[src/rtl/pixel_filler_if.sv]
// ============================================================================
//  pixel_filler_if
//  Command and frame-buffer write-port signals of the solid-colour fill engine.
//  The master side is the core plus the write arbiter. The slave side is the
//  engine itself.
//  FILLER_RECT_EN adds the rectangle corner inputs.
//  Revision: 1.0 - initial release
// ============================================================================
`default_nettype none

interface pixel_filler_if;
    logic [23:0] filler_color;
    logic        filler_valid;
    logic        filler_ready;
    logic [31:0] wr_addr;
    logic [31:0] wr_data;
    logic        wr_valid;
    logic        wr_ready;
    logic        busy;
`ifdef FILLER_RECT_EN
    logic [9:0]  filler_x0;
    logic [9:0]  filler_y0;
    logic [9:0]  filler_x1;
    logic [9:0]  filler_y1;

    modport master (
        output filler_color, filler_valid, wr_ready,
        output filler_x0, filler_y0, filler_x1, filler_y1,
        input  filler_ready, wr_addr, wr_data, wr_valid, busy
    );
    modport slave (
        input  filler_color, filler_valid, wr_ready,
        input  filler_x0, filler_y0, filler_x1, filler_y1,
        output filler_ready, wr_addr, wr_data, wr_valid, busy
    );
`else
    modport master (
        output filler_color, filler_valid, wr_ready,
        input  filler_ready, wr_addr, wr_data, wr_valid, busy
    );
    modport slave (
        input  filler_color, filler_valid, wr_ready,
        output filler_ready, wr_addr, wr_data, wr_valid, busy
    );
`endif
endinterface

`default_nettype wire

[src/rtl/pixel_filler.sv]
// ============================================================================
//  pixel_filler
//  Solid-colour frame-buffer fill engine. It accepts a 24-bit colour command
//  and then emits one 32-bit write beat per pixel of the region, row by row.
//  Optional feature macro: FILLER_RECT_EN. It enables rectangle corner inputs,
//  which are latched on accept. Without it, the region is the full screen.
//  Revision: 1.0 - initial release
// ============================================================================
`default_nettype none

module pixel_filler #(
    parameter int          WIDTH      = 800,
    parameter int          HEIGHT     = 600,
    parameter int          ROW_STRIDE = 1024,
    parameter logic [31:0] FB_BASE    = 32'h1000_0000
) (
    input  logic         clk,
    input  logic         rst,
    pixel_filler_if.slave bus
);

    localparam logic [9:0] X_MAX = 10'(WIDTH - 1);
    localparam logic [9:0] Y_MAX = 10'(HEIGHT - 1);

    typedef enum logic [0:0] {
        IDLE = 1'b0,
        FILL = 1'b1
    } state_t;

    state_t      state;
    state_t      state_nxt;
    logic [9:0]  x;
    logic [9:0]  y;
    logic [23:0] color;
    logic [9:0]  x_start;
    logic [9:0]  x_end;
    logic [9:0]  y_start;
    logic [9:0]  y_end;
    logic [9:0]  x_ld;
    logic [9:0]  y_ld;
    logic        ready_c;
    logic        valid_c;
    logic        accept;
    logic        beat_done;
    logic        last_beat;
    logic [31:0] row_off;

    assign accept    = (state == IDLE) && bus.filler_valid;
    assign beat_done = (state == FILL) && bus.wr_ready;
    assign last_beat = (x == x_end) && (y == y_end);

`ifdef FILLER_RECT_EN
    logic [9:0] x_hi;
    logic [9:0] y_hi;

    function automatic logic [9:0] clamp(input logic [9:0] v, input logic [9:0] lim);
        return (v > lim) ? lim : v;
    endfunction

    // Order the corners, then clamp both ends to the screen.
    always_comb begin
        x_ld = clamp((bus.filler_x0 < bus.filler_x1) ? bus.filler_x0 : bus.filler_x1, X_MAX);
        x_hi = clamp((bus.filler_x0 < bus.filler_x1) ? bus.filler_x1 : bus.filler_x0, X_MAX);
        y_ld = clamp((bus.filler_y0 < bus.filler_y1) ? bus.filler_y0 : bus.filler_y1, Y_MAX);
        y_hi = clamp((bus.filler_y0 < bus.filler_y1) ? bus.filler_y1 : bus.filler_y0, Y_MAX);
    end

    // Region bounds are captured with the command.
    always_ff @(posedge clk or posedge rst) begin
        if (rst) begin
            x_start <= '0;
            x_end   <= '0;
            y_start <= '0;
            y_end   <= '0;
        end else if (accept) begin
            x_start <= x_ld;
            x_end   <= x_hi;
            y_start <= y_ld;
            y_end   <= y_hi;
        end
    end
`else
    assign x_ld    = '0;
    assign y_ld    = '0;
    assign x_start = '0;
    assign x_end   = X_MAX;
    assign y_start = '0;
    assign y_end   = Y_MAX;
`endif

    // State register; reset drops wr_valid immediately.
    always_ff @(posedge clk or posedge rst) begin
        if (rst) begin
            state <= IDLE;
        end else begin
            state <= state_nxt;
        end
    end

    // Next state and handshake outputs.
    always_comb begin
        state_nxt = state;
        ready_c   = 1'b0;
        valid_c   = 1'b0;
        case (state)
            IDLE: begin
                ready_c = 1'b1;
                if (bus.filler_valid) begin
                    state_nxt = FILL;
                end
            end
            FILL: begin
                valid_c = 1'b1;
                if (bus.wr_ready && last_beat) begin
                    state_nxt = IDLE;
                end
            end
        endcase
    end

    // Pixel walker: load on accept, advance raster-order on each completed beat.
    always_ff @(posedge clk or posedge rst) begin
        if (rst) begin
            x     <= '0;
            y     <= '0;
            color <= '0;
        end else if (accept) begin
            x     <= x_ld;
            y     <= y_ld;
            color <= bus.filler_color;
        end else if (beat_done && !last_beat) begin
            if (x < x_end) begin
                x <= x + 10'd1;
            end else begin
                x <= x_start;
                y <= y + 10'd1;
            end
        end
    end

    // The row offset is a plain shift for power-of-two strides.
    generate
        if ((ROW_STRIDE & (ROW_STRIDE - 1)) == 0) begin : g_row_shift
            assign row_off = {22'd0, y} << $clog2(ROW_STRIDE);
        end else begin : g_row_mul
            assign row_off = {22'd0, y} * 32'(ROW_STRIDE);
        end
    endgenerate

    assign bus.wr_addr      = FB_BASE + ((row_off + {22'd0, x}) << 2);
    assign bus.wr_data      = {8'h00, color};
    assign bus.wr_valid     = valid_c;
    assign bus.filler_ready = ready_c;
    assign bus.busy         = ~ready_c;

endmodule

`default_nettype wire

[src/flat_wrapper.sv]
// flat-port wrapper written by rule: the top's interface ports become plain ports
module pixel_filler_flat 
#(
    parameter int          WIDTH      = 800,
    parameter int          HEIGHT     = 600,
    parameter int          ROW_STRIDE = 1024,
    parameter logic [31:0] FB_BASE    = 32'h1000_0000
)
  (clk, rst, bus_filler_color, bus_filler_valid, bus_wr_ready, bus_filler_ready, bus_wr_addr, bus_wr_data, bus_wr_valid, bus_busy);
  pixel_filler_if bus_i ();
  input  logic clk;
  input  logic rst;
  input wire logic [$bits(bus_i.filler_color)-1:0] bus_filler_color;
  input wire logic [$bits(bus_i.filler_valid)-1:0] bus_filler_valid;
  input wire logic [$bits(bus_i.wr_ready)-1:0] bus_wr_ready;
  output wire logic [$bits(bus_i.filler_ready)-1:0] bus_filler_ready;
  output wire logic [$bits(bus_i.wr_addr)-1:0] bus_wr_addr;
  output wire logic [$bits(bus_i.wr_data)-1:0] bus_wr_data;
  output wire logic [$bits(bus_i.wr_valid)-1:0] bus_wr_valid;
  output wire logic [$bits(bus_i.busy)-1:0] bus_busy;
  assign bus_i.filler_color = bus_filler_color;
  assign bus_i.filler_valid = bus_filler_valid;
  assign bus_i.wr_ready = bus_wr_ready;
  assign bus_filler_ready = bus_i.filler_ready;
  assign bus_wr_addr = bus_i.wr_addr;
  assign bus_wr_data = bus_i.wr_data;
  assign bus_wr_valid = bus_i.wr_valid;
  assign bus_busy = bus_i.busy;
  pixel_filler #(.WIDTH(WIDTH), .HEIGHT(HEIGHT), .ROW_STRIDE(ROW_STRIDE), .FB_BASE(FB_BASE)) u_core (.clk(clk), .rst(rst), .bus(bus_i));
endmodule
[config.mk]
export PLATFORM = sky130hd
export DESIGN_NAME = pixel_filler_flat
export DESIGN_NICKNAME = d
export VERILOG_FILES = /design/src/rtl/pixel_filler_if.sv /design/src/rtl/pixel_filler.sv /design/src/flat_wrapper.sv
export SDC_FILE = /design/constraint.sdc
export NUM_CORES = 1
export LEC_CHECK = 0
export CAP_MARGIN = 20
export CELL_PAD_IN_SITES_DETAIL_PLACEMENT = 1
export CELL_PAD_IN_SITES_GLOBAL_PLACEMENT = 2
export CORE_MARGIN = 2
export CORE_UTILIZATION = 25
export CTS_CLUSTER_SIZE = 40
export DETAILED_ROUTE_END_ITERATION = 8
export MAX_ROUTING_LAYER = met4
export PLACE_DENSITY_LB_ADDON = 0.1
export SYNTH_ARGS = -nofsm -noshare
export SYNTH_HDL_FRONTEND = slang
export SYNTH_SLANG_ARGS = --single-unit
[constraint.sdc]
create_clock -name clk -period 5.3 [get_ports clk]
set_input_delay 1.06 -clock clk [delete_from_list [all_inputs] [get_ports clk]]
set_output_delay 1.06 -clock clk [all_outputs]
set_load 0.005 [all_outputs]
# Word level (Yosys, flattened, before mapping)
# Cells that the tools add are included.
classes:
  addsub: 4
  order_cmp: 1
  eq_ne: 3
  n_mux: 11
  bitwise_logic: 1
  reduce_logical: 8
op_table:
  columns: ["operator", "count"]
  rows:
  - ["two-way mux 10 bit", 6]
  - ["adder 29 x 32 -> 32 bit (first input constant)", 1]
  - ["adder 20 x 10 -> 21 bit", 1]
  - ["adder 10 x 1 -> 10 bit (second input constant)", 2]
  - ["== test 10 bit (second input constant)", 2]
  - ["less-than comparator 10 bit (second input constant)", 1]
  - ["logical AND 1 bit", 5]
  - ["two-way mux 1 bit", 4]
  - ["inequality test 2 x 1 -> 1 bit (second input constant)", 1]
  - ["case mux 1 bit (2 select lines)", 1]
  - ["AND reduction 2 bit", 1]
  - ["nonzero test 2 bit", 1]
  - ["logical NOT 1 bit", 1]
  - ["inverter 1 bit", 1]
totals:
  reg_bits: 45
  out_inout_bits: 67
  wordCells: 32

# Depth between registers and ports, before layout
# Gate-level depths: netlist (run 1).
depth:
  word_depth: 6
  ltp_mapped: 7
  depth_no_buf: 6

# Worst setup path after synthesis (run 1)
# OpenSTA, ideal clock, no wires.
synth_timing:
  path_kind: "input -> register"
  start: "input bus_wr_ready"
  end: "register u_core.x[9]"
  setup_ns: 0.078
  arrival_time_ns: 1.997
  required_time_ns: 5.222
  path_slack_ns: 3.225
  path_stages: 4
  path_buffers: 0
  path_cell_list: "nand2_1 -> a21o_1 -> or4_1 -> a21oi_1"
synth_via:
  elab_chain_cells: 3
synth_lines:
  columns: ["item", "line_no", "text"]
  rows:
  - ["start: declaration", "flat_wrapper.sv:15", "input wire logic [$bits(bus_i.wr_ready)-1:0] bus_wr_ready;"]
  - ["logical AND 1 bit", "pixel_filler.sv:49", "assign beat_done = (state == FILL) && bus.wr_ready;"]
  - ["logical AND 1 bit", "pixel_filler.sv:131", "end else if (beat_done && !last_beat) begin"]
  - ["nonzero test 2 bit (no source line)", null, null]
  - ["end signal: assignment", "pixel_filler.sv:128", "x <= x_ld;"]
  - ["end signal: assignment", "pixel_filler.sv:133", "x <= x + 10'd1;"]
  - ["end signal: assignment", "pixel_filler.sv:135", "x <= x_start;"]
  - ["end: declaration", "pixel_filler.sv:32", "logic [9:0] x;"]
# Every way passes these cells.
# A chain may end at the register's enable or synchronous reset.

# Worst setup path in the final report (run 1)
layout_timing:
  start: "input bus_wr_ready"
  end: "register u_core.x[3]"
# The elaborated chain is that of the path after synthesis.

==> flow_summary.rst, run 1 <==
.. list-table::
   :header-rows: 1

   * - Metric
     - Value
   * - Run status
     - completed
   * - Adder-cell share of the synthesized area
     - under 10%
   * - Pwr/cell area
     - about 270 mW/mm²
   * - Number of sinks driven by the clock tree
     - 45
   * - Largest net degree at the start of global routing
     - 46
   * - Final count of negative-setup-slack endpoints
     - 0
   * - Final weighted congestion of routability-driven global placement
     - 0.746
   * - Average vias per placed instance
     - ~4.6
   * - Number of antenna-violating nets in the routed design
     - 0
   * - Flop-to-flop setup slack
     - about 3.0 ns
   * - Highest-delay cell along the critical path
     - clkdlybuf4s50_1
   * - Number of instances in the placed design
     - approximately 430
   * - Share of cells above drive strength 1
     - 4.29%
   * - Antenna violations before repair
     - 0
   * - Area of the mapped netlist
     - 0.00222 mm²
   * - Router iterations before antenna repair
     - 4
   * - Number of buffers inserted by post-CTS setup repair
     - 0
   * - Worst r2r dst
     - u_core.x[3]$_DFFE_PP0P_
   * - Cells along the critical path
     - clkdlybuf4s50_1, nand2_1, a21oi_1, nand2_1, o32ai_1
   * - Worst-case vdd ir drop
     - approximately 89 µV
   * - TritonCTS clock tree
     - built
   * - Gr ovfl total
     - 0
   * - Post-synthesis xor/xnor area fraction
     - 1.57%
   * - Most heavily used metal layer in global routing
     - met2
   * - Synthesized-area fraction occupied by ao, oa, aoi and oai cells
     - under 10%
   * - Worst endpoint required time
     - 5.51 ns
   * - Tot GR Track Use
     - ~14%
   * - Total length of routed wires
     - around 6.4 mm
   * - Hold Crit Class
     - flop to flop
   * - Global-route wire length before repair
     - between 10 and 15 mm
   * - Number of vias in the routed layout
     - between 1,500 and 2,000
   * - Combinational family with the most area after synthesis
     - simple AND/OR/NAND/NOR gates
   * - Post-CTS sizing
     - 0
   * - Number of max-cap violations
     - 0
   * - Synthesized instance count
     - 255
   * - Critical path endpoint
     - u_core.x[3]$_DFFE_PP0P_
   * - Initial DRC count
     - 34
   * - Layout Utilization
     - 35.7%
   * - Largest clock skew in the final design
     - between 0.01 and 0.015 ns
   * - Data arrival at the endpoint of the critical path
     - about 2.8 ns
   * - I/O Pins
     - between 90 and 100
   * - Seq. cell area
     - approximately 0.0011 mm²
   * - Floorplan die height
     - around 98 µm
   * - Post-route DRC
     - 0
   * - Met3 usage in global routing
     - between 5 and 6%
   * - Area share of the largest cell type after synthesis
     - approximately half
   * - Antenna cells
     - 0
   * - Commonest register cell after synthesis
     - dfrtp_1
   * - Most area-hungry cell type in the Yosys netlist
     - dfrtp_1
   * - Startpoint of the worst setup timing path
     - bus_wr_ready
   * - Final hold vios
     - 0
   * - Crit path max-delay family
     - compound AO/OA/AOI/OAI gates
   * - Post-layout minimum cycle time
     - 2.58 ns
   * - Count of unique library cells instantiated by Yosys
     - 36
   * - Post-layout instance count excluding filler cells
     - 434
   * - Synthesized area per cell
     - roughly 8.7 µm²
   * - Beginning of the worst register-to-register path
     - u_core.x[5]$_DFFE_PP0P_
   * - Number of global-route vias before repair
     - a little over 2,000
   * - Type of the worst setup path
     - input pin to flop
   * - Count of hold buffers inserted by post-cts repair
     - 0
   * - Worst-path fanout max
     - 8
   * - Leakage power figure
     - 1.39 nW
   * - Clk buf depth
     - 2
   * - Relative slew slack
     - between 50% and 60%
   * - Number of CTS-inserted buffers
     - 5
   * - Summed negative setup slack over all endpoints
     - 0 ns
   * - H-Tree Level Count
     - 2
   * - CP Depth
     - 5
   * - Die Footprint
     - around 0.0097 mm²
   * - Total area of multi-input combinational cells
     - roughly 950 µm²
   * - Number of buffers and inverters on the critical path
     - 1
   * - Max stage delay on crit path
     - 0.49 ns
   * - Worst Reg2Reg Path Length in Cells
     - 4
   * - Post-Synth Simple-Gate Area
     - roughly 28%
   * - Fill cells
     - between 1,000 and 1,500
   * - Net count reported at finish
     - 355
   * - Die extent in x
     - approximately 98 µm
   * - Slew of the pin with the lowest slew margin
     - approximately 0.61 ns
   * - Post-route total power
     - ~0.00084 W
   * - RSZ-0062 raised after global routing
     - false
   * - Area growth syn-to-layout
     - 39.4%
   * - Clock network latency to the later pin of the worst-skew pair
     - ~0.31 ns
   * - Initial Utilization
     - around 26%
   * - Worst setup SP type
     - input pin
   * - Drt wl/cell
     - approximately 15 µm
   * - Critical Path Most Common Cell
     - nand2_1
   * - Ratio of final minimum period to clock period
     - between 40% and 50%
   * - Most area-consuming cells after synthesis
     - dfrtp_1, nand2_1, buf_4
   * - Final count of pins violating max slew
     - 0
   * - Synth async-reset ratio
     - 100%
   * - Global routing met2 resource utilization
     - 20.5%
   * - Part of the Yosys area used for sequential elements
     - around 51%
   * - Detailed placement HPWL
     - between 4 and 5 mm
   * - Yosys warnings
     - 0
   * - Count of flip-flops with a built-in enable after synthesis
     - 0
   * - Highest Clock Rate
     - 388 MHz
   * - Sort of element at the end of the critical path
     - flop
   * - Met1 Track Usage GR
     - about a fifth
   * - Port Buffer Count
     - 74
   * - Core region area
     - between 0.008 and 0.009 mm²
   * - Clock transition at the registers of the reported paths
     - 0.10 ns
   * - CTS root buf
     - clkbuf_8
   * - Share of cell area taken by muxes after synthesis
     - less than 1%
   * - Cell Rows
     - 34
   * - Number of register bits inferred by synthesis
     - 45
[layer usage]
layer  vias up  routed length (µm)
li1        954                   -
met1       970                2970
met2        56                2920
met3         4                 456
met4         0                  48
met5         -                   0
[Yosys cell counts (all sizes together), types with 2 or more instances]
cell    instances
a21o            2
ha              2
o211ai          3
clkbuf          8
o21ai           6
nand3          10
nor3            3
a21oi           8
nor4            4
or4             2
nor2b           2
dfrtp          45
buf            24
and4            4
o31ai           2
nor2            9
nand2          90
inv             3
nand4           6
conb            2
xnor2           4
o32ai           3
and3            2
[cells in the final DEF, fill, tap and decap left out, drive strengths merged, types with 3 or more instances in the layout]
cell type	n
nand2	90
clkdlybuf4s50	74
dfrtp	45
conb	20
nand3	10
nor2	9
a21oi	8
clkbuf	7
nand4	6
o21ai	6
nor4	4
xnor2	4
and4	4
nor3	3
o211ai	3
o32ai	3
inv	3
buf	3
[stage by stage]
stage,cell area [µm²],worst slack (ns),hold WS (ns)
finish,3100,2.72,0.479
global route,3100,2.57,0.497
CTS,3080,2.71,0.485
detailed placement,2980,2.40,0.466
global placement,2980,2.41,0.457
floorplan,2290,3.18,0.470
[power breakdown]
group | switching (W) | internal [W] | leakage [nW] | total, W
Combinational | 0.0000631 | 0.000106 | 0.762 | 0.000170
Sequential | 0.0000406 | 0.000381 | 0.578 | 0.000422
Clock | 0.000128 | 0.000118 | 0.0542 | 0.000246
[layout make-up]
cell class | count | share of cell area [%]
clock buffer | 7 | 3.11
clock inverter | 1 | 0.161
inverter | 3 | 0.363
multi-input combinational | 193 | 30.7
sequential | 45 | 36.3
tap | 108 | 4.36
timing repair buffer | 77 | 25.0
[worst min-delay path, delay by kind of cell, from the launching register on]
family	cells	cell delay, ns
AND/OR/NAND/NOR	2	0.10
flip-flops	1	0.35
[state kept, by name, summed over array words and instances, names as in the netlist]
signal           count
u_core.x            10
u_core.color        24
u_core.bus.busy      1
u_core.y            10
[kinds of logic (layout without fill, tap and decap cells)]
| logic type | Yosys count | count (layout) |
|---|---|---|
| and+or+nand+nor | 137 | 137 |
| DFF | 45 | 45 |
| buffers and inverters | 35 | 88 |
| AOI/OAI and AO/OA | 29 | 29 |
| xor gates and xnor gates | 4 | 4 |
| adders and majority gates | 2 | 2 |
| other | 2 | 20 |
| muxes | 1 | 1 |
[worst min-delay path by stage]
| stage | slack [ns] | endpoint | startpoint | depth (start not counted) |
|---|---|---|---|---|
| 2_1_floorplan | 0.47 | u_core.color[0]$_DFFE_PP0P_ | u_core.color[0]$_DFFE_PP0P_ | 2 |
| 3_3_place_gp | 0.46 | u_core.color[23]$_DFFE_PP0P_ | u_core.color[23]$_DFFE_PP0P_ | 2 |
| 3_5_place_dp | 0.47 | u_core.color[8]$_DFFE_PP0P_ | u_core.color[8]$_DFFE_PP0P_ | 2 |
| 4_1_cts | 0.48 | u_core.color[5]$_DFFE_PP0P_ | u_core.color[5]$_DFFE_PP0P_ | 2 |
| 5_1_grt | 0.50 | u_core.color[5]$_DFFE_PP0P_ | u_core.color[5]$_DFFE_PP0P_ | 2 |
| 6_report | 0.48 | u_core.color[17]$_DFFE_PP0P_ | u_core.color[17]$_DFFE_PP0P_ | 2 |
No activity file was read; power rests on OpenSTA's default activity.
==> run 2, diff against run 1 <==
Settings changed: CORE_UTILIZATION 25 to 23.
Clock period 5.3 ns to 2.4 ns, I/O delays scaled along.
==> run 2 against run 1 <==
Against the previous run: wire length is 2.7% higher; power is 120% higher; global-route usage is 0.68 points lower; final cell count is 5.8% higher; combinational power is 120% higher; critical path type is now flop to flop; largest power group unchanged; clock power is 120% higher; sequential power is 120% higher; clock-buffer cell count stayed put; sequential cell count stayed put; sequential share of layout area is 0.79 points lower; largest cell class unchanged; worst hold slack better by 0.0023 ns.
==> flow_summary.rst, run 2 (synthesized netlist as in run 1, its figures left out) <==
.. list-table::
   :header-rows: 1

   * - Metric
     - Value
   * - Number of buffers and inverters on the critical path
     - 0
   * - Post-route total power
     - approximately 0.0018 W
   * - Core region area
     - 0.00933 mm²
   * - Worst-path fanout max
     - 5
   * - Post-layout minimum cycle time
     - roughly 2.0 ns
   * - Sort of element at the end of the critical path
     - flop
   * - Number of vias in the routed layout
     - roughly 2,000
   * - Final count of negative-setup-slack endpoints
     - 0
   * - Total length of routed wires
     - between 6 and 7 mm
   * - Crit path setup slack, layout
     - 0.350 ns
   * - Leakage power figure
     - between 1 and 1.5 nW
   * - Worst Reg2Reg Path Length in Cells
     - 6
   * - Detailed placement HPWL
     - between 4 and 5 mm
   * - Cell Rows
     - 35
   * - Seq. cell area
     - 0.00113 mm²
   * - Final Hold Slack
     - between 0.4 and 0.5 ns
   * - Largest regs
     - u_core.color x24, u_core.x x10, u_core.y x10
   * - Hold Crit Class
     - flop to flop
   * - Ratio of final minimum period to clock period
     - between 80% and 90%
   * - Summed negative setup slack over all endpoints
     - 0 ns
   * - Number of CTS-inserted buffers
     - 5
   * - Post-CTS sizing
     - 0
   * - Number of instances in the placed design
     - 451
   * - Number of cells traversed by the worst hold path
     - 2
   * - Drt wl/cell
     - approximately 14 µm
   * - Count of hold buffers inserted by post-cts repair
     - 0
   * - Highest Clock Rate
     - between 400 and 500 MHz
   * - Initial DRC count
     - 25
   * - Port Buffer Count
     - 74
   * - Worst endpoint required time
     - approximately 2.6 ns
   * - Area growth syn-to-layout
     - 42.5%
   * - Number of antenna-violating nets in the routed design
     - 0
   * - Register with the most flip-flops
     - u_core.color
   * - Average vias per placed instance
     - between 4 and 5
   * - Clock transition at the registers of the reported paths
     - roughly 0.080 ns
   * - Worst setup SP type
     - flop
   * - Tot GR Track Use
     - between 10 and 15%
   * - H-Tree Level Count
     - 2
   * - Number of buffers inserted by post-CTS setup repair
     - 0
   * - Gr ovfl total
     - 0
   * - Worst-case vdd ir drop
     - 200 µV
   * - Antenna violations before repair
     - 0
   * - Fill cells
     - around 1,100
   * - Startpoint of the worst setup timing path
     - u_core.y[0]$_DFFE_PP0P_
   * - Post-route DRC
     - 0
   * - Number of global-route vias before repair
     - 2,105
   * - Worst r2r dst
     - u_core.x[3]$_DFFE_PP0P_
   * - Flop-to-flop setup slack
     - 0.35 ns
   * - Beginning of the worst register-to-register path
     - u_core.y[0]$_DFFE_PP0P_
   * - Crit path max-delay family
     - compound AO/OA/AOI/OAI gates
   * - Clk buf depth
     - 2
   * - Die Footprint
     - between 0.01 and 0.015 mm²
   * - CTS root buf
     - clkbuf_8
   * - I/O Pins
     - 95
   * - RSZ-0062 raised after global routing
     - false
   * - Post-layout instance count excluding filler cells
     - roughly 460
   * - Number of max-cap violations
     - 0
   * - Most used cells in the layout excluding fill and tap cells
     - nand2_1, clkdlybuf4s50_1, dfrtp_1, conb_1, nand3_1
   * - Data arrival at the endpoint of the critical path
     - about 2.2 ns
   * - Router iterations before antenna repair
     - 4
   * - Global-route wire length before repair
     - between 10 and 15 mm
   * - Highest-delay cell along the critical path
     - dfrtp_1
   * - Most frequent standard cell in the layout excluding fill and tap cells
     - nand2_1
   * - Type of the worst setup path
     - flop to flop
   * - Share of cells above drive strength 1
     - 5.45%
   * - Antenna cells
     - 0
   * - Initial Utilization
     - about a quarter
   * - Final hold vios
     - 0
   * - Clock network latency to the later pin of the worst-skew pair
     - between 0.2 and 0.3 ns
   * - Largest register FFs
     - 24
   * - Largest clock skew in the final design
     - about 0.0053 ns
   * - Net count reported at finish
     - approximately 360
   * - Critical path endpoint
     - u_core.x[3]$_DFFE_PP0P_
   * - Run status
     - completed
   * - Largest net degree at the start of global routing
     - between 40 and 50
   * - Total area of multi-input combinational cells
     - 952 µm²
   * - Die extent in x
     - approximately 100 µm
   * - CP Depth
     - 6
   * - Floorplan die height
     - slightly above 100 µm
   * - Cells along the critical path
     - ha_1, and4_1, and4_4, a21oi_1, nand2_1, o32ai_1
   * - TritonCTS clock tree
     - built
   * - Final count of pins violating max slew
     - 0
   * - Final weighted congestion of routability-driven global placement
     - roughly 0.73
   * - Worst Setup Slack post-DPL
     - ~0.17 ns
   * - Pwr/cell area
     - 581 mW/mm²
   * - Max stage delay on crit path
     - 0.43 ns
   * - Number of sinks driven by the clock tree
     - between 40 and 50
## run 2: changes by cell type in the layout (fill, tap and decap cells not counted), sizes merged
cell / previous run / this run
buf: 3 / 7
## run 2: metal layers
metal / global-route usage (%) / routed length, µm / vias up
li1: - / - / 967
met1: 17.7 / 3080 / 975
met2: 20.7 / 3060 / 55
met3: 3.90 / 392 / 6
met4: 2.77 / 37 / 0
met5: - / 0 / -
## run 2: layout make-up
type / count / share of cell area [%]
flip-flops and latches: 45 / 35.5
multi-input cells: 193 / 30.0
inverters: 3 / 0.355
repair buffers: 81 / 25.8
well taps: 129 / 5.09
clock buffers: 7 / 3.04
clock inverters: 1 / 0.158
## run 2: power breakdown
group | switching, W | internal, W
logic | 0.000143 | 0.000238
clock network | 0.000268 | 0.000261
registers | 0.0000901 | 0.000842
total | 0.000500 | 0.00134
## run 2: worst min-delay path by stage
stage	startpoint	endpoint	slack (ns)
after floorplan	u_core.color[0]$_DFFE_PP0P_	u_core.color[0]$_DFFE_PP0P_	0.47
after global placement	u_core.color[23]$_DFFE_PP0P_	u_core.color[23]$_DFFE_PP0P_	0.46
after detailed placement	u_core.color[7]$_DFFE_PP0P_	u_core.color[7]$_DFFE_PP0P_	0.47
after CTS	u_core.color[19]$_DFFE_PP0P_	u_core.color[19]$_DFFE_PP0P_	0.49
after global routing	u_core.color[2]$_DFFE_PP0P_	u_core.color[2]$_DFFE_PP0P_	0.52
final	u_core.color[19]$_DFFE_PP0P_	u_core.color[19]$_DFFE_PP0P_	0.48
## run 2: through the flow
stage          area [µm²]  utilization, %
6_report             3170            34.0
5_1_grt              3170            34.0
4_1_cts              3170            34.0
3_5_place_dp         3070            32.9
3_3_place_gp         3070            32.9
2_1_floorplan        2290               -
## run 2: worst min-delay path, stage by stage (launching register included)
cell	delay (ns)
dfrtp_1	0.35
nand2_1	0.05
nand2_1	0.05
==> patch 1: new RTL, config.mk and constraints of run 2 <==
`HEIGHT` is set to 600 in 2 places; all go to 512.
--- a/src/rtl/pixel_filler.sv
+++ b/src/rtl/pixel_filler.sv
@@ -10,7 +10,7 @@
 
 module pixel_filler #(
     parameter int          WIDTH      = 800,
-    parameter int          HEIGHT     = 600,
+    parameter int          HEIGHT     = 512,
     parameter int          ROW_STRIDE = 1024,
     parameter logic [31:0] FB_BASE    = 32'h1000_0000
 ) (
--- a/src/flat_wrapper.sv
+++ b/src/flat_wrapper.sv
@@ -2,7 +2,7 @@
 module pixel_filler_flat 
 #(
     parameter int          WIDTH      = 800,
-    parameter int          HEIGHT     = 600,
+    parameter int          HEIGHT     = 512,
     parameter int          ROW_STRIDE = 1024,
     parameter logic [31:0] FB_BASE    = 32'h1000_0000
 )
Function: same outputs for any inputs over 10 cycles, from zero or initial values and one cycle with rst high; that may be too few to reach the edited logic, so the function may still have changed.
==> patch 1 against run 2 <==
- sequential cell count unchanged
- total power up 9.4%
- critical path depth up 1
- setup slack better by 0.13 ns
- routed wire length down 5.8%
- non-clock buffer count down 1
- critical path type unchanged
- synthesized area up 0.11%
- global-route usage down 1.2 points
- sequential share of layout area down 0.24 points
- final area up 0.67%
- core utilization up 0.23 points
- fmax up 6.6%
- combinational power up 16%
==> patch 1: results (changes against run 2) <==
Outcome
The run finished with clean final reports.

Final layout
In the final layout, the registers with the most flip-flops are u_core.color (24), u_core.x (10), u_core.y (10). The fraction of layout cells with a size suffix above 1 is 0.06135 (+0.006804). The number of nets in the layout came to 355 (-1.1%). The fill cell instance count of the final layout is 1112 (+1.8%). The total inserted antenna cells is 0 (unchanged).

Global routing
The total routing usage reported by global routing came to 0.1229 (-0.01171). The number of antenna violations at the first check in global routing is 0 (unchanged). The via count of the first global-routing pass is 1847 (-12%). The first-pass GRT wire length is 9673 um (-9.8%). The largest net degree at the start of global routing is 28 (-39%).

CTS
The insertion delay to the later sink of the worst-skew pair is 0.29 ns (about the same). The clock buffer count from CTS came to 5 (unchanged). The number of buffers on the longest clock path is 2 (unchanged). The tree is rooted in a sky130_fd_sc_hd__clkbuf_8. The count of instances resized after the clock tree is built is 0 (unchanged). The H-tree level count is 2 (unchanged).

After clock tree synthesis, the clock-pin slew on the worst setup and hold paths is around 0.090 ns. The number of buffers inserted by post-CTS setup repair is 0 (unchanged).

Detailed routing
The per-cell via count in the routed design was 4.145 (-5.0%). The routed wirelength normalized by instance count is 13.59 um (-5.0%). The initial DRC count was 34 (+36%).

The number of detailed-route iterations in the first pass came to 4 (unchanged).

Placement
The placed standard-cell area was 3072 um2 (about the same). The quantity of I/O buffers inserted on ports was 74 (unchanged). The HPWL reported at the end of detailed placement is 4458 um (-2.0%). The routability congestion estimate from global placement is 0.7310 (-0.49%).

Pwr
The cell internal power dissipation is 0.001465 W (+9.2%). The worst-case vdd ir drop came to 306.1 uV (+53%). The leakage power of the design is 1.498 nW (+5.9%).

Critical path
The critical path's top delay family is simple AND/OR/NAND/NOR gates. The worst stage delay on the critical path came to 0.45 ns (+0.02 ns). The setup slack of the most critical reg-to-reg path is 0.48 ns (+0.13 ns).

The master of the slowest instance on the critical path is sky130_fd_sc_hd__dfrtp_1. The highest net fanout along the worst path came to 14 (+9).

Synth
The flip-flop cell with the highest count after synthesis is sky130_fd_sc_hd__dfrtp_1. The sequential-to-total area share from yosys stat was 0.5056 (-0.0005687). The async set-or-reset flop fraction in the synthesized netlist is 1.000 (unchanged). After synthesis, the most frequently instantiated cells are sky130_fd_sc_hd__nand2_1 (98), sky130_fd_sc_hd__dfrtp_1 (45), sky130_fd_sc_hd__buf_4 (21).

The number of synthesis warnings is 0 (unchanged). The distinct cell type count of the synthesized netlist was 35 (-2.8%). In the post-synthesis netlist, the biggest area contributors are sky130_fd_sc_hd__dfrtp_1 (51%), sky130_fd_sc_hd__nand2_1 (17%), sky130_fd_sc_hd__buf_4 (7.1%).

STA
The final clock skew is 0.007382 ns (+0.002120 ns).

Min path
The worst min-delay path class is flip-flop to flip-flop.
==> patch 1: cell types whose count changed after synthesis, sizes merged, moves of 4 or more <==
cell	delta
clkbuf	-5
nand3	-5
mux2i	+8
nor4	-4
a21oi	-5
nor2	-6
xnor2	-4
nor3	+4
nand2	+8
==> patch 1: cells by family after synthesis <==
logic type                 synth area share
AOI/OAI and AO/OA                   0.05955
xor gates and xnor gates           0.003933
muxes                               0.04045
and+or+nand+nor                      0.2803
DFF                                  0.5056
buffers and inverters               0.09550
adders and majority gates           0.01123
other                              0.003372
==> patch 1: per-layer routing <==
metal,track usage,part of all wire,up-vias
met2,0.2004,0.50,51
li1,-,-,935
met1,0.1567,0.46,898
met4,0.03077,0.0013,0
met3,0.02462,0.044,2
met5,-,0,-
==> patch 1: power groups by stage <==
stage | registers [W] | logic, W | clock network, W
floorplan | 0.000957 | 0.000187 | 0
global placement | 0.000978 | 0.000447 | 0
detailed placement | 0.000977 | 0.000451 | 0
CTS | 0.000964 | 0.000453 | 0.000642
global route | 0.000984 | 0.000492 | 0.000672
finish | 0.000961 | 0.000443 | 0.000611
==> patch 1: area by class of cell <==
class | instances | area [um2] | area share
Timing Repair Buffer | 80 | 810.8 | 0.2540
Clock buffer | 6 | 82.58 | 0.02587
Inverter | 4 | 15.01 | 0.004704
Clock inverter | 2 | 37.54 | 0.01176
Sequential cell | 45 | 1126 | 0.3528
Multi-Input combinational cell | 189 | 958.4 | 0.3003
Tap cell | 129 | 161.4 | 0.05057
==> patch 1: path summary, 6_finish.rpt <==
| path | cells past startpoint | startpoint | end |
|---|---|---|---|
| max | 7 | u_core.x[0] | u_core.y[5] |
| min | 2 | u_core.color[10] | u_core.color[10] |
| max reg2reg | 7 | u_core.x[0] | u_core.y[5] |
| min reg2reg | 2 | u_core.color[10] | u_core.color[10] |
| max in group asynchronous | 3 | rst | u_core.color[5] |
| min in group asynchronous | 2 | rst | u_core.color[13] |
==> patch 1: worst min-delay path: cells and delay by family (launching register included) <==
kind,cells,cell delay (ns)
and+or+nand+nor,2,0.10
DFF,1,0.35
==> patch 1: through the flow <==
stage          hold WS (ns)  setup WS [ns]  power (W)    util  std cells
6_report             0.4783         0.4770   0.002016  0.3422        455
5_1_grt              0.5038         0.2975   0.002149  0.3422        455
4_1_cts              0.4858         0.4540   0.002059  0.3422        455
3_5_place_dp         0.4631         0.3062   0.001427  0.3293        447
3_3_place_gp         0.4576         0.3149   0.001425  0.3293        447
2_1_floorplan        0.4697         0.7060   0.001145       -        267
==> patch 2: new RTL, config.mk and constraints of run 2 <==
Made on the original files. `ROW_STRIDE` is set to 1024 in 2 places; all go to 512.
--- a/src/rtl/pixel_filler.sv
+++ b/src/rtl/pixel_filler.sv
@@ -11,7 +11,7 @@
 module pixel_filler #(
     parameter int          WIDTH      = 800,
     parameter int          HEIGHT     = 600,
-    parameter int          ROW_STRIDE = 1024,
+    parameter int          ROW_STRIDE = 512,
     parameter logic [31:0] FB_BASE    = 32'h1000_0000
 ) (
     input  logic         clk,
--- a/src/flat_wrapper.sv
+++ b/src/flat_wrapper.sv
@@ -3,7 +3,7 @@
 #(
     parameter int          WIDTH      = 800,
     parameter int          HEIGHT     = 600,
-    parameter int          ROW_STRIDE = 1024,
+    parameter int          ROW_STRIDE = 512,
     parameter logic [31:0] FB_BASE    = 32'h1000_0000
 )
   (clk, rst, bus_filler_color, bus_filler_valid, bus_wr_ready, bus_filler_ready, bus_wr_addr, bus_wr_data, bus_wr_valid, bus_busy);
Check against the original RTL: no difference found for any inputs over 10 cycles, from zero or initial values and one cycle with rst high; that may be too few to reach the edited logic, so the function may still have changed.
==> patch 2 against run 2 <==
- final area is 12% higher
- count of clock-buffer cells in the layout shrank 2
- sequential power rose by 2%
- die area up 13%
- synthesized area grew 14%
- setup slack worse by 0.28 ns
- clock power rose by 8.1%
- core utilization shrank 1.2 points
- sequential cell count unchanged
- total power increased by 7.7%
- synthesized cell count increased by 13%
- clock skew about the same
- routed wire length rose by 11%
- via count rose by 7.9%
- critical path type is now flip-flop to output pin
==> patch 2: results (changes against run 2) <==
Global routing
The global routing met3 resource utilization is 0.04603 (+0.007037). The first-pass GRT wire length is 12070 um (+13%). The global-route congestion overflow total came to 0 (unchanged).

The total routing usage reported by global routing is 0.1361 (+0.001484). The met1 global-route usage came to 0.1811 (+0.003904). The via count of the first global-routing pass is 2303 (+9.4%). The met2 demand-to-capacity share in global routing came to 0.1991 (-0.007877).

Final layout
The clock buffer count is 5 (-2). The fraction of area in clock buffers and inverters is 0.02933 (-0.002637). The inverter count of the layout excluding clock inverters is 2 (-1). The fraction of cell area in non-clock buffers is 0.2516 (-0.006500).

The fill cell instance count of the final layout is 1259 (+15%). The fraction of layout cells with a size suffix above 1 is 0.1233 (+0.06874). The post-layout instance area was 3541 um2 (+12%).

The count of multi-input combinational gates was 219 (+13%). The number of nets in the layout came to 397 (+11%). The share of cell area taken by flip-flops and latches was 0.3187 (-0.03644).

Pwr
The leakage power of the design came to 1.690 nW (+19%). The worst-case vdd ir drop is 227.7 uV (+14%).

Synth
The distinct cell type count of the synthesized netlist is 43 (+19%). The average cell area after synthesis is 8.750 um2 (+0.29%). In the post-synthesis netlist, the biggest area contributors are sky130_fd_sc_hd__dfrtp_1 (45%), sky130_fd_sc_hd__nand2_1 (14%), sky130_fd_sc_hd__buf_4 (8.9%).

The sequential-to-total area share from yosys stat is 0.4453 (-0.06086). By count the netlist is led by sky130_fd_sc_hd__nand2_1 (91), sky130_fd_sc_hd__dfrtp_1 (45), sky130_fd_sc_hd__buf_4 (30).

Detailed routing
The number of detailed-route iterations in the first pass was 3 (-1). The met3 layer wire length in the routed design came to 575 um (+47%). The met1 wire length is 3455 um (+12%).

The number of routed nets with antenna violations came to 0 (unchanged). The per-cell via count in the routed design is 4.281 (-1.9%). The met2 wirelength from detailed routing came to 3192 um (+4.3%). The top routing layer in use is met4. The overall routed net length is 7296 um (+11%).

Placement
The count of placed standard cells including taps came to 494 (+9.5%). The routability congestion estimate from global placement is 0.7527 (+2.5%). The placed standard-cell area is 3362 um2 (+9.5%).

The worst setup slack before clock tree synthesis is 0.1900 ns (+0.02099 ns). The HPWL reported at the end of detailed placement was 5284 um (+16%).

STA
The final clock skew is 0.005353 ns (+0.00009096 ns). The final critical path time including I/O delays and setup is 2.329 ns (+0.2795 ns). The final-layout worst hold slack is 0.4832 ns (+0.002012 ns).

Outcome
The run finished with clean final reports.

Critical path
The highest net fanout along the worst path is 4 (-1). The most critical setup path has its startpoint at u_core.y[3]. The worst flop-to-flop path startpoint is u_core.x[0].

The critical path ends at bus_wr_addr[20]. The critical path's top delay family is simple AND/OR/NAND/NOR gates. The worst stage delay on the critical path is 0.51 ns (+0.08 ns). The endpoint of the most critical register-to-register path is u_core.y[3]. The setup slack of the most critical reg-to-reg path is 0.41 ns (+0.06 ns).

Floorplanning
The total die area is 11850 um2 (+13%).

CTS
The H-tree level count came to 2 (unchanged). The count of instances resized after the clock tree is built is 13 (+13). The number of buffers inserted by post-CTS setup repair was 3 (+3).

Min path
The endpoint of the worst hold path is u_core.color[18].
patch 2: cell count changes after synthesis, moves of 3 or more:
cell                       before  now
sky130_fd_sc_hd__buf_1          0    3
sky130_fd_sc_hd__buf_4         22   30
sky130_fd_sc_hd__clkbuf_1       8    5
sky130_fd_sc_hd__xor2_1         0    6
sky130_fd_sc_hd__o22ai_1        0    4
sky130_fd_sc_hd__xnor2_1        4    9
sky130_fd_sc_hd__nor2_1         9   14
patch 2: logic make-up after synthesis:
group                    synth area share
other                            0.002970
multiplexers                      0.01188
flip-flops                         0.4453
XOR/XNOR                          0.05196
AO/OA/AOI/OAI                     0.08411
buffers and inverters              0.1098
adder cells (fa/ha/maj)           0.01979
AND/OR/NAND/NOR                    0.2741
patch 2: power breakdown:
group          internal, W  total (W)  switching [W]
combinational     0.000272   0.000463       0.000191
clock             0.000303   0.000572       0.000268
sequential        0.000842   0.000950       0.000108
total              0.00142    0.00198       0.000567
